==> config.mk <==
export PLATFORM = sky130hd
export DESIGN_NAME = ntt_iter_core
export DESIGN_NICKNAME = d
export VERILOG_FILES = /design/src/rtl/ntt_iter_core.sv
export SDC_FILE = /design/constraint.sdc
export NUM_CORES = 1
export LEC_CHECK = 0
export ABC_CLOCK_PERIOD_IN_PS = 19500
export CORE_MARGIN = 2
export CORE_UTILIZATION = 25
export CTS_CLUSTER_DIAMETER = 80
export DETAILED_ROUTE_END_ITERATION = 8
export DONT_BUFFER_PORTS = 1
export MAX_ROUTING_LAYER = met4
export PLACE_DENSITY_LB_ADDON = 0.15
export SYNTH_ARGS = -nofsm -noshare
export SYNTH_HDL_FRONTEND = slang
export SYNTH_SLANG_ARGS = --single-unit
export TNS_END_PERCENT = 1
==> constraint.sdc <==
create_clock -name clk -period 19.5 [get_ports clk]
set_input_delay 1.95 -clock clk [delete_from_list [all_inputs] [get_ports clk]]
set_output_delay 1.95 -clock clk [all_outputs]
set_load 0.1 [all_outputs]
==> src/rtl/ntt_iter_core.sv <==
// ntt_iter_core: serial-in, in-place iterative radix-2 NTT/INTT over Z_Q with natural-order streaming output
module ntt_iter_core #(
    parameter int N        = 16,
    parameter int LOGN     = 4,
    parameter int W        = 16,
    parameter int Q        = 17,
    parameter int ROOT     = 3,
    parameter int ROOT_INV = 6,
    parameter int N_INV    = 16
) (
    input  logic         clk,
    input  logic         rst,
    input  logic         mode,
    input  logic         in_valid,
    output logic         in_ready,
    input  logic [W-1:0] in_data,
    output logic         out_valid,
    input  logic         out_ready,
    output logic [W-1:0] out_data,
    output logic         out_last,
    output logic         busy
);
    localparam int HB = LOGN - 1;
    localparam int SW = $clog2(LOGN + 1);
    localparam logic [W-1:0]   QN = W'(Q);
    localparam logic [2*W-1:0] Q2 = (2*W)'(Q);
    localparam logic [W-1:0]   NI = W'(N_INV);

    function automatic logic [N/2*W-1:0] gen_tw(input longint r);
        logic [N/2*W-1:0] t;
        longint p;
        t = '0;
        p = 1;
        for (int e = 0; e < N/2; e++) begin
            t[e*W +: W] = W'(p);
            p = (p * r) % longint'(Q);
        end
        return t;
    endfunction

    localparam logic [N/2*W-1:0] TW_F = gen_tw(longint'(ROOT));
    localparam logic [N/2*W-1:0] TW_I = gen_tw(longint'(ROOT_INV));

    function automatic logic [W-1:0] mulmod(input logic [W-1:0] a, input logic [W-1:0] b);
        logic [2*W-1:0] p;
        p = {{W{1'b0}}, a} * {{W{1'b0}}, b};
        return W'(p % Q2);
    endfunction

    function automatic logic [LOGN-1:0] rev(input logic [LOGN-1:0] i);
        logic [LOGN-1:0] r;
        for (int b = 0; b < LOGN; b++) r[b] = i[LOGN-1-b];
        return r;
    endfunction

    typedef enum logic [1:0] {S_LOAD, S_COMPUTE, S_UNLOAD} state_t;

    state_t state_q, state_d;
    logic [LOGN-1:0] cnt_q, cnt_d;
    logic [SW-1:0] st_q, st_d;
    logic [HB-1:0] t_q, t_d;
    logic mode_q, mode_d;
    logic [W-1:0] a_q [N];

    logic in_fire, last_bf;
    logic [SW-1:0] sh;
    logic [HB-1:0] msk, jj, gg, e;
    logic [LOGN-1:0] top, bot;
    logic [W-1:0] w, u, v, sum, diff;
    logic [W:0] s;

    assign in_ready  = rst & (state_q == S_LOAD);
    assign in_fire   = in_valid & in_ready;
    assign out_valid = state_q == S_UNLOAD;
    assign out_last  = out_valid & (&cnt_q);
    assign busy      = state_q != S_LOAD;
    assign out_data  = out_valid ? (mode_q ? mulmod(a_q[cnt_q], NI) : a_q[cnt_q]) : '0;
    assign last_bf   = (st_q == SW'(HB)) & (&t_q);

    // Butterfly address/twiddle decode: t = j*(N/m) + k/m, so its high bits give the twiddle exponent
    always_comb begin
        sh   = SW'(HB) - st_q;
        msk  = {HB{1'b1}} >> st_q;
        gg   = t_q & msk;
        e    = t_q & ~msk;
        jj   = t_q >> sh;
        top  = ({1'b0, gg} << (st_q + 1'b1)) | {1'b0, jj};
        bot  = top | (LOGN'(1) << st_q);
        w    = mode_q ? TW_I[e*W +: W] : TW_F[e*W +: W];
        u    = a_q[top];
        v    = mulmod(a_q[bot], w);
        s    = {1'b0, u} + {1'b0, v};
        sum  = W'(s >= {1'b0, QN} ? s - {1'b0, QN} : s);
        diff = u >= v ? u - v : QN - v + u;
    end

    // Next-state logic for the LOAD -> COMPUTE -> UNLOAD frame sequence
    always_comb begin
        state_d = state_q;
        cnt_d   = cnt_q;
        st_d    = st_q;
        t_d     = t_q;
        mode_d  = mode_q;
        case (state_q)
            S_LOAD: if (in_fire) begin
                mode_d  = cnt_q == '0 ? mode : mode_q;
                cnt_d   = cnt_q + 1'b1;
                state_d = &cnt_q ? S_COMPUTE : S_LOAD;
            end
            S_COMPUTE: begin
                t_d     = t_q + 1'b1;
                st_d    = last_bf ? '0 : (&t_q ? st_q + 1'b1 : st_q);
                state_d = last_bf ? S_UNLOAD : S_COMPUTE;
            end
            S_UNLOAD: if (out_ready) begin
                cnt_d   = cnt_q + 1'b1;
                state_d = &cnt_q ? S_LOAD : S_UNLOAD;
            end
            default: state_d = S_LOAD;
        endcase
    end

    // Control registers; reset aborts any frame in flight
    always_ff @(posedge clk or negedge rst) begin
        if (!rst) begin
            state_q <= S_LOAD;
            cnt_q   <= '0;
            st_q    <= '0;
            t_q     <= '0;
            mode_q  <= 1'b0;
        end else begin
            state_q <= state_d;
            cnt_q   <= cnt_d;
            st_q    <= st_d;
            t_q     <= t_d;
            mode_q  <= mode_d;
        end
    end

    // Coefficient array: bit-reversed load, then one in-place butterfly per COMPUTE cycle
    always_ff @(posedge clk) begin
        if (in_fire) begin
            a_q[rev(cnt_q)] <= W'(in_data % QN);
        end else if (state_q == S_COMPUTE) begin
            a_q[top] <= sum;
            a_q[bot] <= diff;
        end
    end
endmodule

* Word level (Yosys, flattened, before mapping) *
Memories as Yosys holds them, arrays and structs flattened.
Cells that the tools add are included.

storage, ports and cells
  register bits = 13
  output and inout port bits = 20
  memories kept = 1
  bits of input ports = 21
  memory bits (writable) = 256
  logic and storage cells = 77

operators by class
  shift-type cells = 6
  $add $sub $neg = 9
  bitwise logic cells = 9
  $lt $le $gt $ge = 2
  equality and inequality tests = 5
  div/mod/pow operators = 3
  multipliers = 1
  multiplexer cells = 24
  reductions and logical operators = 12

memory list
  name  words  bits a word  read ports  clocked after Yosys merged registers in  write ports  RTL line  RTL
  a_q   16     16           3           0                                        2            63        logic [W-1:0] a_q [N];

operators by type and width
  operator                                                      count
  variable part select 128 x 8 -> 16 bit, first input constant  2
  2-to-1 mux 16 bit                                             6
  remainder unit 20 x 5 -> 32 bit, second input constant        1
  remainder unit 32 x 5 -> 32 bit, second input constant        1
  multiplier 16 x 16 -> 32 bit                                  1
  adder 16 x 16 -> 17 bit                                       1
  >= comparator 17 x 5 -> 1 bit, second input constant          1
  adder 16 bit                                                  1
  >= comparator 16 bit                                          1
  remainder unit 16 x 5 -> 16 bit, second input constant        1
  OR reduction 16 bit                                           1
  subtractor 16 bit                                             1
  subtractor 16 x 5 -> 16 bit, second input constant            1
  subtractor 5 x 16 -> 16 bit, first input constant             1
  2-to-1 mux 4 bit                                              3
  AND reduction 3 bit                                           3
  2-to-1 mux 2 bit                                              4
  one-hot mux 4 bit (2 select lines)                            1
  2-to-1 mux 1 bit                                              7
  adder 3 x 1 -> 3 bit, second input constant                   2
  bitwise AND 3 bit                                             2
  2-to-1 mux 3 bit                                              2
  one-hot mux 2 bit (3 select lines)                            1
  nonzero test 2 bit                                            3
  other kinds (19)                                              23

* Logic depth before layout (Yosys ltp) *
An unclocked memory read counts as a cell.

  depth after elaboration = 12
  depth in mapped cells = 103
  gate-level depth less buffers = 91

* Worst setup path after synthesis *
Ideal clock, no wire load.

  path kind = register -> register
  start point = register st_q[0]
  end point = memory a_q[5][6], data pin
  stages on the path, launching flop included = 92
  setup slack = -1.280 ns
  period minus slack after synthesis = 20.780 ns
  arrival time = 20.509 ns
  setup time = 0.270 ns
  path buffers = 7
  cells stage by stage = dfrtp_1 -> clkbuf_1 -> inv_1 -> ha_1 -> nor2_1 -> a32o_1 -> clkbuf_1 -> a21oi_1 -> clkbuf_1 -> buf_1 -> buf_1 -> nand2_1 -> a311oi_1 -> a311o_1 -> o31ai_1 -> or2_2 -> fa_1 -> inv_1 -> [56 not listed] -> a21oi_1 -> o21bai_1 -> a21oi_1 -> o21bai_1 -> a21oi_1 -> xnor2_1 -> or2_2 -> nor2_1 -> nand4_1 -> nand3_1 -> nor3_1 -> a21o_1 -> nor2_1 -> xor2_1 -> a221o_1 -> clkbuf_1 -> nand2_1 -> o21ai_0

RTL lines
  what                    RTL line  RTL
  start, declared         60        logic [SW-1:0] st_q, st_d;
  start signal, assigned  134       st_q <= st_d;
  end, declared           63

==> results.yml <==
grt:
  grt_start_max_net_pins: 65
  grt_pass1_vias: 31500
  grt-ovfl-total: 0
  grt_use_total_pct: 20.6
  antenna_found_initial: 0
  grt_pass1_wl_mm: 204
logic_synthesis:
  synth-main-ff-cell: "edfxtp_1"
  synth_warnings: 0
  syn_inst: 3947
  synth_top_cell_by_area: "edfxtp_1"
  netlist_top_cells_area: "edfxtp_1, nand2_1, mux4_2"
  synth_edf_count: 256
  syn-num-nets: 4145
  ys_seq_area_share_pct: 25.0
  synth_top_area_share_pct: 24.0
  yosys_register_bits: 269
  syn_area_per_cell_um2: 8.13
  synthArstFlopShare_pct: 4.83
  synth.distinct_cells: 137
  netlist_area_um2: 32100
critical_path:
  critPathMaxStageDelay_ps: 600
  crit_path_end_kind: "register"
  crit_path_max_fanout: 13
  slowest_stage: "fa_1"
  start_kind: "register"
  arrival_ps: 20180
  cpMostUsedCell: "buf_4"
  crit_required_ps: 19910
  path_class: "reg2reg"
clock_network:
  cts_tree: "done"
  clk_pin_slew_ps: 60
  cts_buffers: 37
  clock_path_buffers: 3
  clock_latency_ps: 560
  cts_max_level: 2
  cts.sinks: 269
  cts-root-buf: "clkbuf_16"
drt:
  routed_wl_mm: 135
  drtPass1Iterations: 6
  avgViaCountPerCell: 5.31
  highest_layer: "met4"
  num_vias: 32200
  dr_wl_met2_mm: 62.5
  wl_per_cell_um: 22.3
  dr.first_iter.drc_count: 2793
  met1_length_mm: 62.4
  dr_wl_met3_mm: 6.40
  drc: 0
  ant_nets: 0
finish:
  area_delta_synth_final_pct: 27.9
  final_core_util_pct: 32.2
  n_fill_cell: 13400
  drive_above_1_share_pct: 25.4
  multi_input_area_um2: 23500
  final_common_cell: "nand2_1"
  final_nets: 4579
  seq_area_um2: 8020
  final_cell_mix: "nand2_1, buf_4, nor2_1, edfxtp_1, o21ai_0"
timing:
  fin_crit_sh_pct: 101
  rsz0062_at_grt: "yes"
  period_minus_slack_ps: 19770
  tightest_slew_ps: 1150
  clock.fmax_mhz: 50.6
  fin_setup_tns_ps: -9580
  hold_violations: 0
  setup_ws_ps: -272
  slew_headroom_pct: 23.2
  slew_violations: 0
  skew_ps: 17.1
  finalSetupViolCount: 150
run:
  maxCapViolCount: 0
floorplan:
  die-height_um: 362
  dieWidth_um: 362
  io_pins: 41
  start_util_pct: 25.2
  num_rows: 131
  core_area_um2: 128000
  die-area_um2: 131000
status:
  status: "finished, violations left"
  violations: "negative setup slack"
hold_path:
  hp-class: "reg2reg"
placement:
  post-dp-hpwl_mm: 98.7
  numPortBuffers: 0
  gp_congestion: 0.869
worst paths after layout:
check                           slack (ps)  startpoint  cells past startpoint     endpoint
worst max-delay path                  -270     st_q[0]                     93  a_q[15][13]
worst min-delay path                   640      t_q[0]                      2       t_q[0]
worst max register to register        -270     st_q[0]                     93  a_q[15][13]
worst min register to register         640      t_q[0]                      2       t_q[0]
max in group asynchronous            18320         rst                      0     cnt_q[1]
min in group asynchronous             1090         rst                      0     cnt_q[0]
critical path, delay by kind of cell (launching register included):
kind            cells  cell delay [ps]
simple gates       25             4980
xor+xnor            5              960
fa+ha+maj          11             3160
buf+inv            12             1800
mux                 2              610
flops               1              360
compound gates     38             7720
synth_stat cells (35+ instances only):
cell and number:
clkbuf_1 182, a31oi_1 37, xnor2_1 102, o21ai_1 36
or2_2 55, a21oi_1 250, edfxtp_1 256, and3_1 68
inv_1 178, xor2_1 42, ha_1 133, nand2_1 614
fa_1 44, mux2i_1 136, a211oi_1 57, o211ai_1 42
nor2_1 414, and2_1 46, o31ai_1 35, o21ai_0 255
mux4_2 88, nand3_1 100, nor3_1 61, a311oi_1 59
per-layer routing:
layer,up-vias,global-route usage (%)
met3,177,1.94
li1,15400,-
met5,-,-
met1,15700,27.7
met4,0,4.95
met2,905,33.5
cells by family after synthesis:
| group | Yosys count | share of synthesized area (%) |
|---|---|---|
| fa+ha+maj | 183 | 8.12 |
| flops | 269 | 25.0 |
| simple gates | 1533 | 21.8 |
| buf+inv | 426 | 5.33 |
| mux | 239 | 11.0 |
| xor+xnor | 147 | 4.15 |
| compound gates | 1150 | 24.7 |
stage by stage:
stage	cell area [µm²]	worst slack [ps]	instances	hold WS, ps
final	41000	-272	6070	643
after global routing	41000	-1370	6069	670
after CTS	40600	-120	6060	651
after detailed placement	38700	-908	5964	626
after global placement	38700	-824	5964	655
after floorplan	32400	43.7	3947	527
flip-flops by register name, summed over array words and instances, names as in the netlist:
| register | flops |
|---|---|
| cnt_q | 4 |
| mode_q | 1 |
| t_q | 3 |
| a_q | 256 |
| state_q | 2 |
| st_q | 3 |
layout make-up:
cell class / instances / area share, %
flip-flops and latches: 269 / 19.5
repair buffers: 641 / 13.6
multi-input cells: 3252 / 57.2
diodes: 1 / 0.00610
clock buffers: 44 / 2.42
clock inverters: 21 / 0.521
inverters: 180 / 1.66
well taps: 1662 / 5.07
timing repair:
| item | CTS | global route |
|---|---|---|
| gates resized for setup | 80 | 66 |
| buffers inserted | 26 | 8 |
| hold buffers | 0 | 0 |
| cloned | 5 | 1 |
| pin swaps | 41 | 22 |
| hold endpoints to repair | 0 | 0 |
| endpoints found under the setup margin | 256 | 270 |
Power is left out: the tool's default activity adds up to more than one toggle a clock period on the data nets, which glitch-free logic cannot reach.
